**config.mk**
```make
export PLATFORM = sky130hd
export DESIGN_NAME = chunked_adder_sub
export DESIGN_NICKNAME = d
export VERILOG_FILES = /design/src/rtl/chunked_adder_sub.sv
export SDC_FILE = /design/constraint.sdc
export NUM_CORES = 1
export LEC_CHECK = 0
export BUFFER_PORTS_ARGS = -buffer_cell sky130_fd_sc_hd__buf_2
export CAP_MARGIN = 20
export CORE_ASPECT_RATIO = 1.1
export CORE_MARGIN = 1
export CORE_UTILIZATION = 50
export CTS_BUF_LIST = sky130_fd_sc_hd__clkbuf_8
export DETAILED_ROUTE_END_ITERATION = 16
export PLACE_DENSITY = 0.8
export SLEW_MARGIN = 40
export SYNTH_ARGS = -nofsm -noshare
export SYNTH_HDL_FRONTEND = slang
export SYNTH_SLANG_ARGS = --single-unit
```
**constraint.sdc**
```tcl
create_clock -name clock -period 2.9 [get_ports clock]
set_input_delay 0.58 -clock clock [delete_from_list [all_inputs] [get_ports clock]]
set_output_delay 0.58 -clock clock [all_outputs]
set_load 0.01 [all_outputs]
```
**src/rtl/chunked_adder_sub.sv**
```systemverilog
// Multi-cycle add/subtract unit: CHUNK bits per clock, LSB chunk first, with the carry
// held in a register between chunks. Uses a start/busy/done handshake.
module chunked_adder_sub #(
    parameter int WIDTH = 16,
    parameter int CHUNK = 4
) (
    input  logic             clock,
    input  logic             reset,
    input  logic             start,
    input  logic             sub,
    input  logic [WIDTH-1:0] a,
    input  logic [WIDTH-1:0] b,
    input  logic             c_in,
    output logic [WIDTH-1:0] s,
    output logic             c_out,
    output logic             overflow,
    output logic             busy,
    output logic             done
);

    localparam int N     = WIDTH / CHUNK;
    localparam int CNT_W = (N > 1) ? $clog2(N) : 1;
    localparam logic [CNT_W-1:0] LAST = CNT_W'(N - 1);

    typedef enum logic [1:0] {
        IDLE,
        BUSY,
        DONE
    } state_t;

    state_t           state_q, state_d;
    logic [WIDTH-1:0] a_q, bp_q;
    logic             carry_q;
    logic [CNT_W-1:0] cnt_q;

    logic             accept, step, last;
    logic [31:0]      base;
    logic [CHUNK-1:0] a_chunk, b_chunk;
    logic [CHUNK:0]   chunk_sum;
    logic             msb_carry_in;

    // Carry into a chunk's top bit recovered from that bit's sum and operands,
    // which works for every CHUNK including 1.
    always_comb begin
        base         = 32'(cnt_q) * CHUNK;
        a_chunk      = a_q[base +: CHUNK];
        b_chunk      = bp_q[base +: CHUNK];
        chunk_sum    = {1'b0, a_chunk} + {1'b0, b_chunk} + {{CHUNK{1'b0}}, carry_q};
        msb_carry_in = chunk_sum[CHUNK-1] ^ a_chunk[CHUNK-1] ^ b_chunk[CHUNK-1];
    end

    // NOTE: sequential state uses non-blocking assignments so every register
    // samples its inputs from before the edge, whatever the block ordering.
    always_ff @(posedge clock) begin
        if (reset) state_q <= IDLE;
        else       state_q <= state_d;
    end

    // NOTE: every output of this block is given a default first, so no path
    // leaves one unassigned and no latch is inferred.
    always_comb begin
        state_d = state_q;
        accept  = 1'b0;
        step    = 1'b0;
        last    = 1'b0;
        case (state_q)
            IDLE, DONE: begin
                if (start) begin
                    accept  = 1'b1;
                    state_d = BUSY;
                end else begin
                    state_d = IDLE;
                end
            end
            BUSY: begin
                step = 1'b1;
                if (cnt_q == LAST) begin
                    last    = 1'b1;
                    state_d = DONE;
                end
            end
            default: state_d = IDLE;
        endcase
    end

    // NOTE: the operand and carry latches are not reset because every accept
    // overwrites them before they are read.
    always_ff @(posedge clock) begin
        if (accept) begin
            a_q     <= a;
            bp_q    <= sub ? ~b : b;
            carry_q <= sub ? ~c_in : c_in;
        end else if (step) begin
            carry_q <= chunk_sum[CHUNK];
        end
    end

    always_ff @(posedge clock) begin
        if (reset) begin
            s        <= '0;
            c_out    <= 1'b0;
            overflow <= 1'b0;
            busy     <= 1'b0;
            done     <= 1'b0;
            cnt_q    <= '0;
        end else begin
            done <= last;
            if (accept) begin
                s     <= '0;
                cnt_q <= '0;
                busy  <= 1'b1;
            end else if (step) begin
                s[base +: CHUNK] <= chunk_sum[CHUNK-1:0];
                cnt_q            <= cnt_q + 1'b1;
                if (last) begin
                    c_out    <= chunk_sum[CHUNK];
                    overflow <= msb_carry_in ^ chunk_sum[CHUNK];
                    busy     <= 1'b0;
                end
            end
        end
    end

endmodule
```
# ---- Yosys cells after proc, flatten, opt, wreduce, memory -nomap -nowiden
# Index checks and enable logic that the tools add are counted.
dict set report word_totals {
  ff_bits 57
  input_bits 37
  output_inout_bits 20
  elab_cells 51
}
dict set report op_classes {
  addsub 4
  eq_ne 4
  shift 4
  mux 16
  bitwise 6
  reduce_logical 7
}
# op n
set op_table {}
lappend op_table {{negation 4 -> 34 bit} 1}
lappend op_table {{variable shift 4 x 34 -> 16 bit, first input constant} 1}
lappend op_table {{variable part select 4 x 34 -> 16 bit} 1}
lappend op_table {{variable part select 16 x 5 -> 4 bit} 2}
lappend op_table {{bitwise mux 16 bit} 1}
lappend op_table {{2-to-1 mux 16 bit} 1}
lappend op_table {{inverter 16 bit} 1}
lappend op_table {{2-to-1 mux 1 bit} 12}
lappend op_table {{adder 4 x 4 -> 5 bit} 1}
lappend op_table {{adder 5 x 1 -> 5 bit} 1}
lappend op_table {{== test 2 bit, second input constant} 2}
lappend op_table {{case mux 2 bit (2 select lines)} 1}
lappend op_table {{nonzero test 2 bit} 2}
lappend op_table {{OR reduction 2 bit} 2}
lappend op_table {{AND reduction 3 bit} 1}
lappend op_table {{XOR 1 bit} 3}
lappend op_table {{adder 2 x 1 -> 2 bit, second input constant} 1}
lappend op_table {{== test 2 x 1 -> 1 bit, second input constant} 1}
lappend op_table {{zero test 2 bit} 1}
lappend op_table {{2-to-1 mux 2 bit} 1}
lappend op_table {{inequality test 2 bit, second input constant} 1}
lappend op_table {{inverter 1 bit} 2}
lappend op_table {{AND reduction 2 bit} 1}

# ---- Depth between registers and ports, before layout
# Gate-level depths: netlist of the first run.
dict set report logic_depth {
  depth_word 6
  ltp_mapped 9
  mapped_depth_nobuf 8
}

# ---- Worst setup path before layout of the first run
# OpenSTA, ideal clock, no wires.
dict set report synth_path {
  kind {register -> register}
  start {register cnt_q[0]}
  end {register overflow}
  setup_time_ns 0.079
  arrival_time_ns 3.089
  t_required_ns 2.821
  slack_ns -0.268
  path_stages_with_launch 10
  n_path_buf 1
  period_less_slack_ns 3.168
  path_cell_list {dfxtp_1 > buf_2 > mux4_2 > fa_1 > fa_1 > a21o_1 > a21oi_1 > xnor3_1 > xnor2_1 > a211oi_2}
}
dict set report synth_between {
  elab_chain_cells 6
  word_cells_on_any_way 11
  classes_between {add/sub: 2; eq/ne: 1; shift: 2; mux: 2; bitwise: 3; reduce/logical: 1}
}
# element line
set synth_rtl {}
lappend synth_rtl {{from (decl)} 34} ;# logic [CNT_W-1:0] cnt_q;
lappend synth_rtl {{from (signal assigned)} 114} ;# cnt_q <= cnt_q + 1'b1;
lappend synth_rtl {{variable part select 16 x 5 -> 4 bit, on equally long branches} {46, 47}}
lappend synth_rtl {{adder 4 x 4 -> 5 bit} 48} ;# chunk_sum = {1'b0, a_chunk} + {1'b0, b_chunk} + {{CHUNK{1'b0}}, carry_q};
lappend synth_rtl {{adder 5 x 1 -> 5 bit} 48}
lappend synth_rtl {{XOR 1 bit (2 in a row)} 49} ;# msb_carry_in = chunk_sum[CHUNK-1] ^ a_chunk[CHUNK-1] ^ b_chunk[CHUNK-1];
lappend synth_rtl {{XOR 1 bit} 117} ;# overflow <= msb_carry_in ^ chunk_sum[CHUNK];
lappend synth_rtl {{to (signal assigned)} 117}
lappend synth_rtl {{to (decl)} 16} ;# output logic overflow,
# Parallel ways exist; a longest one is shown, timed or not.
# A chain may end at the register's enable or synchronous reset.

# ---- Worst setup path in the final report of the first run
# Same ends and word-level chain as after synthesis.

==> flow_summary.yaml, run 1 <==
setup_path:
  endpoint_kind: "flip-flop"
  critPathKind: "flip-flop to flip-flop"
  crit_arrival_ns: 3.10
  crit_required_ns: 3.16
  cp-start-kind: "flip-flop"
  cp_max_fo: 4
clock_tree:
  cts_buffers: 9
  clock_latency_ns: 0.33
  clk_pin_slew_ns: 0.06
  cts-root-buf: "clkbuf_8"
  clock-sinks: 57
  clockBufferDepth: 2
  htree_levels: 3
  cts_tree: "done"
placement:
  placedCellCount: 289
  dp_hpwl_um: 3020
  gp_congestion: 0.7744
  portBuffers: 56
synthesis:
  synth.most_common_cell: "edfxtp_1"
  netlist_area_um2: 2432
  synth_largest_area_cell: "edfxtp_1"
  ys_ff_latch: 57
  yosysWarnings: 0
  yosysTopAreaCellShare_pct: 40.74
  yosys-top-cells-area: "edfxtp_1 (41%), dfxtp_1 (20%), mux4_2 (7.4%)"
  synthFlopType: "edfxtp_1"
  synthArstFlopShare_pct: 0
  synth_edf_count: 33
  yosysSeqAreaShare_pct: 60.49
  yosysUniqueCellTypes: 26
  postSynthCellCount: 178
  synthesis.nets: 226
  synth_common_cells: "edfxtp_1 (33), nor2_1 (27), dfxtp_1 (24), xor2_1 (18), a22oi_1 (16)"
  avgSynthCellArea_um2: 13.66
die:
  start_util_pct: 52.29
  ioPinCount: 57
  core-area_um2: 4652
  die-height_um: 75.15
  num_rows: 26
  die_area_um2: 5148
  die_w_um: 68.50
routing:
  vias: 1587
  drt_wl_total_um: 4260
  vias_per_cell: 5.169
  wl_per_cell_um: 13.88
  drc_errors: 0
  first_pass_iters: 4
  first_iter_violations: 62
  final_antenna_net_count: 0
worst_hold_path:
  hp-class: "input port to flip-flop"
power_and_ir_drop:
  p_leak_uw: 0.001264
  power.total_uw: 1974
  power_density_nw_per_um2: 652.9
  irDropWorstVdd_mv: 0.3497
cells_and_area:
  multi_input_area_um2: 923.4
  fill_cells: 362
  seqCellArea_um2: 1475
  fin_util_pct: 64.98
  drive_gt1_share_pct: 34.26
  diodes: 0
  area_delta_synth_final_pct: 24.28
  final_cell_count_no_fill: 307
  num-nets-final: 294
grt:
  grt_pass1_wl_um: 6589
  grt_pass1_vias: 1473
  grt_max_degree: 35
  antenna_found_initial: 0
  grt_use_total_pct: 19.03
  grt-ovfl-total: 0
flow_run:
  maxCapViolations: 0
timing:
  slew_headroom_pct: 56.65
  hold_violations: 0
  min_period_ns: 2.839
  fin_crit_sh_pct: 97.89
  fmax_ghz: 0.3522
  finalClockSkew_ns: 0.006980
  fin_hold_ws_ns: 0.4215
  slew_viol_final: 0
  setup_violations: 0
  tightest_slew_ns: 0.6503
status:
  status: "complete, no violations"
[logic make-up (layout without fill, tap and decap cells)]
logic type | Yosys count | after routing | synth area share (%)
multiplexers | 8 | 8 | 7.407
flip-flops | 57 | 57 | 60.49
AO/OA/AOI/OAI | 25 | 25 | 7.407
buffers and inverters | 10 | 83 | 1.697
XOR/XNOR | 22 | 22 | 8.488
adder cells (fa/ha/maj) | 11 | 11 | 6.276
AND/OR/NAND/NOR | 45 | 45 | 8.231
[registers in the layout, summed over array words and instances, names as in the netlist]
signal and count:
a_q 16, bp_q 16, s 16, cnt_q 2, state_q 2, busy 1, c_out 1, carry_q 1
done 1, overflow 1
[final cells by class]
cell class | count | area share (%)
Clock inverter | 7 | 2.608
Multi-Input combinational cell | 111 | 30.55
Tap cell | 56 | 2.318
Inverter | 3 | 0.3725
Timing Repair Buffer | 64 | 11.26
Clock buffer | 9 | 4.098
Sequential cell | 57 | 48.80
[report_power, final]
group	switching [uW]	total, uW	internal, uW
clock network	296	764	468
registers	14.1	923	909
logic	152	287	135
total	462	1970	1510
[placed cells by master (no fill, tap or decap), types with 3 or more instances in the layout]
cell      netlist  final
nor2_1         27     27
a22oi_1        16     16
buf_4           0      8
dfxtp_1        24     23
edfxtp_1       33     33
mux4_2          8      8
clkbuf_8        0      9
buf_2           3     56
xor2_1         18     18
inv_1           3      6
xnor2_1         3      3
nand2b_1        3      3
nand2_1         8      8
ha_1            9      9
a21oi_1         5      4
[path summary, 6_finish.rpt]
| kind | start | endpoint | slack (ns) | cells past startpoint |
|---|---|---|---|---|
| setup / recovery | cnt_q[0] | overflow | 0.06 | 8 |
| hold / removal | a[10] | a_q[10] | 0.42 | 1 |
| setup reg to reg | cnt_q[0] | overflow | 0.06 | 8 |
| hold reg to reg | busy | busy | 0.49 | 2 |
[critical path: stages (launching register included)]
cell and delay [ns]:
dfxtp_4 0.38, mux4_2 0.53, fa_1 0.44, fa_1 0.41, a21o_1 0.20, a21oi_2 0.20
xnor3_1 0.26, xnor2_1 0.15, a211oi_2 0.21
[metrics by stage]
stage	instance area, um^2	worst slack [ns]	TNS, ns
floorplan	2446	0.01287	0
global placement	2805	0.1474	0
detailed placement	2805	0.08876	0
CTS	3008	0.06441	0
global route	3023	-0.02748	-0.02748
finish	3023	0.06110	0
[repair_timing]
action / CTS / global route
setup buffers: 0 / 2
resized for setup: 0 / 0
hold buffers: 0 / 0
endpoints found under the setup margin: 0 / 1
[layer usage]
layer	track usage, %	vias to the layer above	part of all wire [%]	routed length, um
met4	9.491	0	1.8	76
met1	21.61	750	44	1869
li1	-	780	-	-
met5	0	-	0	0
met2	30.39	47	49	2087
met3	8.333	10	5.3	227
Note: power is estimated with default switching activity, not from simulation.
==> inputs of run 2 (changes only) <==
--- a/config.mk
+++ b/config.mk
@@ -13,6 +13,7 @@
 export CTS_BUF_LIST = sky130_fd_sc_hd__clkbuf_8
 export DETAILED_ROUTE_END_ITERATION = 16
 export PLACE_DENSITY = 0.8
+export REMOVE_ABC_BUFFERS = 1
 export SLEW_MARGIN = 40
 export SYNTH_ARGS = -nofsm -noshare
 export SYNTH_HDL_FRONTEND = slang
==> run 2 against run 1 <==
  * Via count is the same
  * Core utilization shrank 1.4 points
  * Count of clock-buffer cells in the layout is the same
  * Combinational power shrank 7%
  * Sequential share of layout area grew 1.0 points
  * Worst setup slack gained 0.073 ns
  * Fmax grew 2.6%
  * Critical path depth is the same
  * Die area is the same
  * Critical endpoint unchanged
==> flow_summary.yaml, run 2 (synthesized netlist as in run 1, its figures left out) <==
placement:
  dp_hpwl_um: 3048
  placed_area_um2: 2798
  portBuffers: 56
  placedCellCount: 289
  gp_congestion: 0.7471
power_and_ir_drop:
  p_switching_uw: 446.2
  internal-power_uw: 1325
  irDropWorstVdd_mv: 0.3652
  power.total_uw: 1771
  p_leak_uw: 0.001232
  switching_share_pct: 25.19
  pwr-share-seq_pct: 52.2
  power_frac_clock_pct: 32.7
  combPwrFrac_pct: 15.2
  power_density_nw_per_um2: 599.0
status:
  status: "complete, no violations"
timing:
  min_period_ns: 2.766
  tightest_slew_ns: 0.6415
  hold_violations: 0
  slew_headroom_pct: 57.23
  fmax_ghz: 0.3616
  rsz0062_at_grt: "false"
  fin_setup_tns_ns: 0
  finalClockSkew_ns: 0.006171
  slew_viol_final: 0
  setup_violations: 0
  fin_crit_sh_pct: 95.37
setup_path:
  crit_arrival_ns: 3.03
  crit_required_ns: 3.16
  critPathKind: "flip-flop to flip-flop"
  endpoint_kind: "flip-flop"
  cp_slowest_stage_delay_ns: 0.52
  cp_cell_sequence: "mux4_2 > fa_1 > fa_1 > a21o_1 > a21oi_2 > xnor3_1 > xnor2_1 > a211oi_2"
  cp_slowest_cell: "mux4_2"
  cp-start-kind: "flip-flop"
  path_common_cell: "fa_1"
  cp_max_fo: 3
routing:
  final_antenna_net_count: 0
  drc_errors: 0
  wl_per_cell_um: 13.55
  drt_wl_total_um: 4132
  first_iter_violations: 46
  vias: 1587
  vias_per_cell: 5.203
  first_pass_iters: 4
cells_and_area:
  drive_gt1_share_pct: 34.14
  fin_area_um2: 2957
  largestRegisters: "a_q (16), bp_q (16), s (16)"
  num-nets-final: 292
  final_cell_count_no_fill: 305
  layout_commonest_cell: "buf_2"
  diodes: 0
  area_delta_synth_final_pct: 21.55
  final_cell_mix: "buf_2 (56), edfxtp_1 (33), nor2_1 (27)"
die:
  start_util_pct: 52.29
  die_area_um2: 5148
  die_w_um: 68.50
  ioPinCount: 57
  num_rows: 26
  core-area_um2: 4652
  die-height_um: 75.15
clock_tree:
  cts_buffers: 9
  clock-sinks: 57
  htree_levels: 3
  cts_setup_buffers: 0
  cts-root-buf: "clkbuf_8"
  postCtsHoldBufs: 0
  clk_pin_slew_ns: 0.06
  clockBufferDepth: 2
  cts_tree: "done"
  clock_latency_ns: 0.33
grt:
  grt-ovfl-total: 0
  grt_pass1_vias: 1524
  antenna_found_initial: 0
  grt_pass1_wl_um: 6630
  grt_use_total_pct: 18.83
  grt_max_degree: 35
worst_hold_path:
  hp-class: "input port to flip-flop"
flow_run:
  maxCapViolations: 0
==> run 2: cell type report <==
cell class / instances / area (um^2)
timing repair buffer: 62 / 325.3
multi-input combinational: 111 / 923.4
clock inverter: 7 / 30.03
clock buffer: 9 / 123.9
sequential: 57 / 1473
fill: 355 / 1695
inverter: 3 / 11.26
tap: 56 / 70.07
==> run 2: power groups by stage <==
stage / clock [uW] / sequential (uW) / combinational, uW
floorplan: 0 / 943 / 168
global placement: 0 / 938 / 262
detailed placement: 0 / 941 / 268
CTS: 593 / 924 / 268
global route: 627 / 928 / 297
finish: 579 / 924 / 268
==> run 2: layer usage <==
metal | vias up | part of all wire (%) | track usage [%]
met5 | - | 0 | 0
met4 | 0 | 2.2 | 11.11
met3 | 9 | 6.2 | 7.424
met2 | 54 | 50 | 30.83
met1 | 748 | 42 | 20.48
li1 | 776 | - | -
==> run 2: through the flow <==
step                hold slack (ns)  setup WS (ns)  utilization (%)
floorplan                    0.5150        -0.3039                -
global placement             0.4674        0.06466            60.14
detailed placement           0.4871       0.004191            60.14
CTS                          0.4063        0.02477            63.45
global route                 0.3999        0.01967            63.56
finish                       0.4189         0.1343            63.56
==> run 2: path summary, 6_finish.rpt <==
path | start | to | slack [ns] | depth (start not counted)
max | cnt_q[0] | overflow | 0.13 | 8
min | a[15] | a_q[15] | 0.42 | 1
max reg2reg | cnt_q[0] | overflow | 0.13 | 8
min reg2reg | s[13] | s[13] | 0.50 | 2
==> run 2: critical path, delay by kind of cell (launching register included) <==
family / cells / cell delay (ns)
adder cells (fa/ha/maj): 2 / 0.86
AO/OA/AOI/OAI: 3 / 0.58
multiplexers: 1 / 0.52
XOR/XNOR: 2 / 0.38
flip-flops: 1 / 0.35
==> run 2: timing repair <==
item / 4_1_cts / 5_1_grt
hold endpoints to repair: 0 / 0
setup endpoints to repair: 0 / 1
gates resized for setup: 0 / 2
==> inputs of run 3 (changes only) <==
--- a/config.mk
+++ b/config.mk
@@ -5,6 +5,7 @@
 export SDC_FILE = /design/constraint.sdc
 export NUM_CORES = 1
 export LEC_CHECK = 0
+export ABC_AREA = 1
 export BUFFER_PORTS_ARGS = -buffer_cell sky130_fd_sc_hd__buf_2
 export CAP_MARGIN = 20
 export CORE_ASPECT_RATIO = 1.1
@@ -12,9 +13,10 @@
 export CORE_UTILIZATION = 50
 export CTS_BUF_LIST = sky130_fd_sc_hd__clkbuf_8
 export DETAILED_ROUTE_END_ITERATION = 16
-export PLACE_DENSITY = 0.8
+export PLACE_DENSITY = 0.79
 export REMOVE_ABC_BUFFERS = 1
 export SLEW_MARGIN = 40
 export SYNTH_ARGS = -nofsm -noshare
 export SYNTH_HDL_FRONTEND = slang
 export SYNTH_SLANG_ARGS = --single-unit
+export TNS_END_PERCENT = 10
==> run 3 against run 2 <==
  * The flow now finishes with violations (DRC)
  * Global-route usage increased by 1.2 points
  * Via count increased by 27%
  * Worst setup slack improved by 0.18 ns
  * Cell count increased by 30%
  * Sequential power about the same
  * Non-clock buffer count unchanged
  * Critical path depth increased by 6
  * Area after synthesis increased by 8.8%
  * Wire length increased by 20%
  * Core utilization decreased by 0.62 points
  * First-iteration DRC count increased by 110%
  * Critical path type unchanged
  * Critical endpoint unchanged
  * Highest routed layer unchanged
==> flow_summary.yaml, run 3 <==
power_and_ir_drop:
  irDropWorstVdd_mv: 0.4322
  power_density_nw_per_um2: 608.0
  p_leak_uw: 0.001375
cells_and_area:
  fin_util_pct: 62.94
  fill_cells: 445
  num-nets-final: 383
  multi_input_area_um2: 1057
  seqCellArea_um2: 1471
  diodes: 0
  fin_area_um2: 3168
  layout_commonest_cell: "nand2_1"
  final_cell_count_no_fill: 398
  largestRegisters: "a_q (16), bp_q (16), s (16)"
  drive_gt1_share_pct: 24.41
  final_cell_mix: "nand2_1 (62), buf_2 (56), edfxtp_1 (33)"
  area_delta_synth_final_pct: 19.72
clock_tree:
  cts_resized: 0
  postCtsHoldBufs: 0
  clock_latency_ns: 0.33
  clk_pin_slew_ns: 0.06
  cts_tree: "done"
  htree_levels: 3
  cts_setup_buffers: 0
  clock-sinks: 57
  cts_buffers: 9
  cts-root-buf: "clkbuf_8"
  clockBufferDepth: 2
grt:
  grt_pass1_vias: 1968
  grt_max_degree: 33
  grt_use_total_pct: 20.08
  antenna_found_initial: 0
  grt-ovfl-total: 0
  grt_pass1_wl_um: 8549
die:
  num_rows: 27
  start_util_pct: 52.57
  die_w_um: 71.37
  die-height_um: 78.30
  die_area_um2: 5588
  ioPinCount: 57
  core-area_um2: 5034
synthesis:
  yosysTopAreaCellShare_pct: 37.45
  synthFlopType: "edfxtp_1"
  synth_common_cells: "nand2_1 (62), edfxtp_1 (33), nor2_1 (25), dfxtp_1 (24), nand3_1 (20)"
  ys_ff_latch: 57
  avgSynthCellArea_um2: 9.765
  synth_edf_count: 33
  synth_largest_area_cell: "edfxtp_1"
  postSynthCellCount: 271
  synthArstFlopShare_pct: 0
  yosysSeqAreaShare_pct: 55.60
  yosysUniqueCellTypes: 25
  synth.most_common_cell: "nand2_1"
  yosysWarnings: 0
  netlist_area_um2: 2646
  yosys-top-cells-area: "edfxtp_1 (37%), dfxtp_1 (18%), nand2_1 (8.8%)"
setup_path:
  cp_max_fo: 18
  endpoint_kind: "flip-flop"
  cp-start-kind: "flip-flop"
  critPathKind: "flip-flop to flip-flop"
  crit_arrival_ns: 2.79
  r2r_cells: 14
  crit_required_ns: 3.11
timing:
  finalClockSkew_ns: 0.009444
  hold_violations: 0
  rsz0062_at_grt: "false"
  slew_headroom_pct: 61.68
  setup_violations: 0
  tightest_slew_ns: 0.5734
  fmax_ghz: 0.3872
  fin_setup_tns_ns: 0
  min_period_ns: 2.583
  fin_crit_sh_pct: 89.06
  slew_viol_final: 0
routing:
  wl_per_cell_um: 12.46
  first_pass_iters: 10
  vias_per_cell: 5.078
  drt_wl_total_um: 4960
  vias: 2021
  drc_errors: 2
  first_iter_violations: 98
  final_antenna_net_count: 0
placement:
  dp_hpwl_um: 3699
  placedCellCount: 382
  gp_congestion: 0.8216
  portBuffers: 56
  placed_area_um2: 2990
flow_run:
  maxCapViolations: 0
worst_hold_path:
  hold_depth: 1
  hp-class: "input port to flip-flop"
status:
  status: "finished with violations"
  violations: "DRC"
==> run 3: power by group <==
part	internal, uW	total (uW)	leakage, uW	switching, uW
logic	123	330	0.000766	208
clock network	380	669	0.0000981	289
registers	911	927	0.000511	16.7
==> run 3: cell families (layout without fill, tap and decap cells) <==
family          Yosys count  in the layout  synth area share, %
compound gates           45             45                9.409
xor+xnor                 18             18                5.957
fa+ha+maj                11             11                5.768
buf+inv                  26             95                4.444
flops                    57             57                55.60
simple gates            114            114                18.82
==> run 3: stage by stage <==
step	setup slack [ns]	hold slack, ns	total power (uW)
floorplan	0.05020	0.4786	1170
global placement	0.4703	0.4484	1262
detailed placement	0.3288	0.4507	1274
CTS	0.3167	0.4098	1942
global route	0.1027	0.4086	2023
finish	0.3173	0.4243	1926
==> run 3: per-layer routing <==
layer	vias up	part of all wire [%]	track usage, %
li1	1042	-	-
met1	911	44	24.22
met2	55	49	32.76
met3	13	4.4	4.236
met4	0	3.0	12.20
met5	-	0	0
==> run 3: worst paths after layout <==
path              startpoint       end  slack, ns
setup / recovery    cnt_q[0]  overflow       0.32
hold / removal         a[14]   a_q[14]       0.42
setup reg to reg    cnt_q[0]  overflow       0.32
hold reg to reg        s[13]     s[13]       0.46
==> run 3: layout make-up <==
cell class / count / area share, %
clock buffers: 9 / 3.910
clock inverters: 7 / 1.698
multi-input cells: 188 / 33.37
inverters: 17 / 2.014
flip-flops and latches: 57 / 46.45
repair buffers: 62 / 10.27
well taps: 58 / 2.291
==> run 3: worst max-delay path: stages (launching register included) <==
cell and delay, ns:
dfxtp_1 0.33, buf_4 0.15, inv_2 0.13, o21ai_0 0.19
o22ai_1 0.11, fa_1 0.45, fa_1 0.42, nand3_1 0.10
nand3_1 0.14, inv_1 0.13, nand3_1 0.08, nand2_1 0.06
nand2_1 0.04, nand2_1 0.07, a21oi_2 0.05
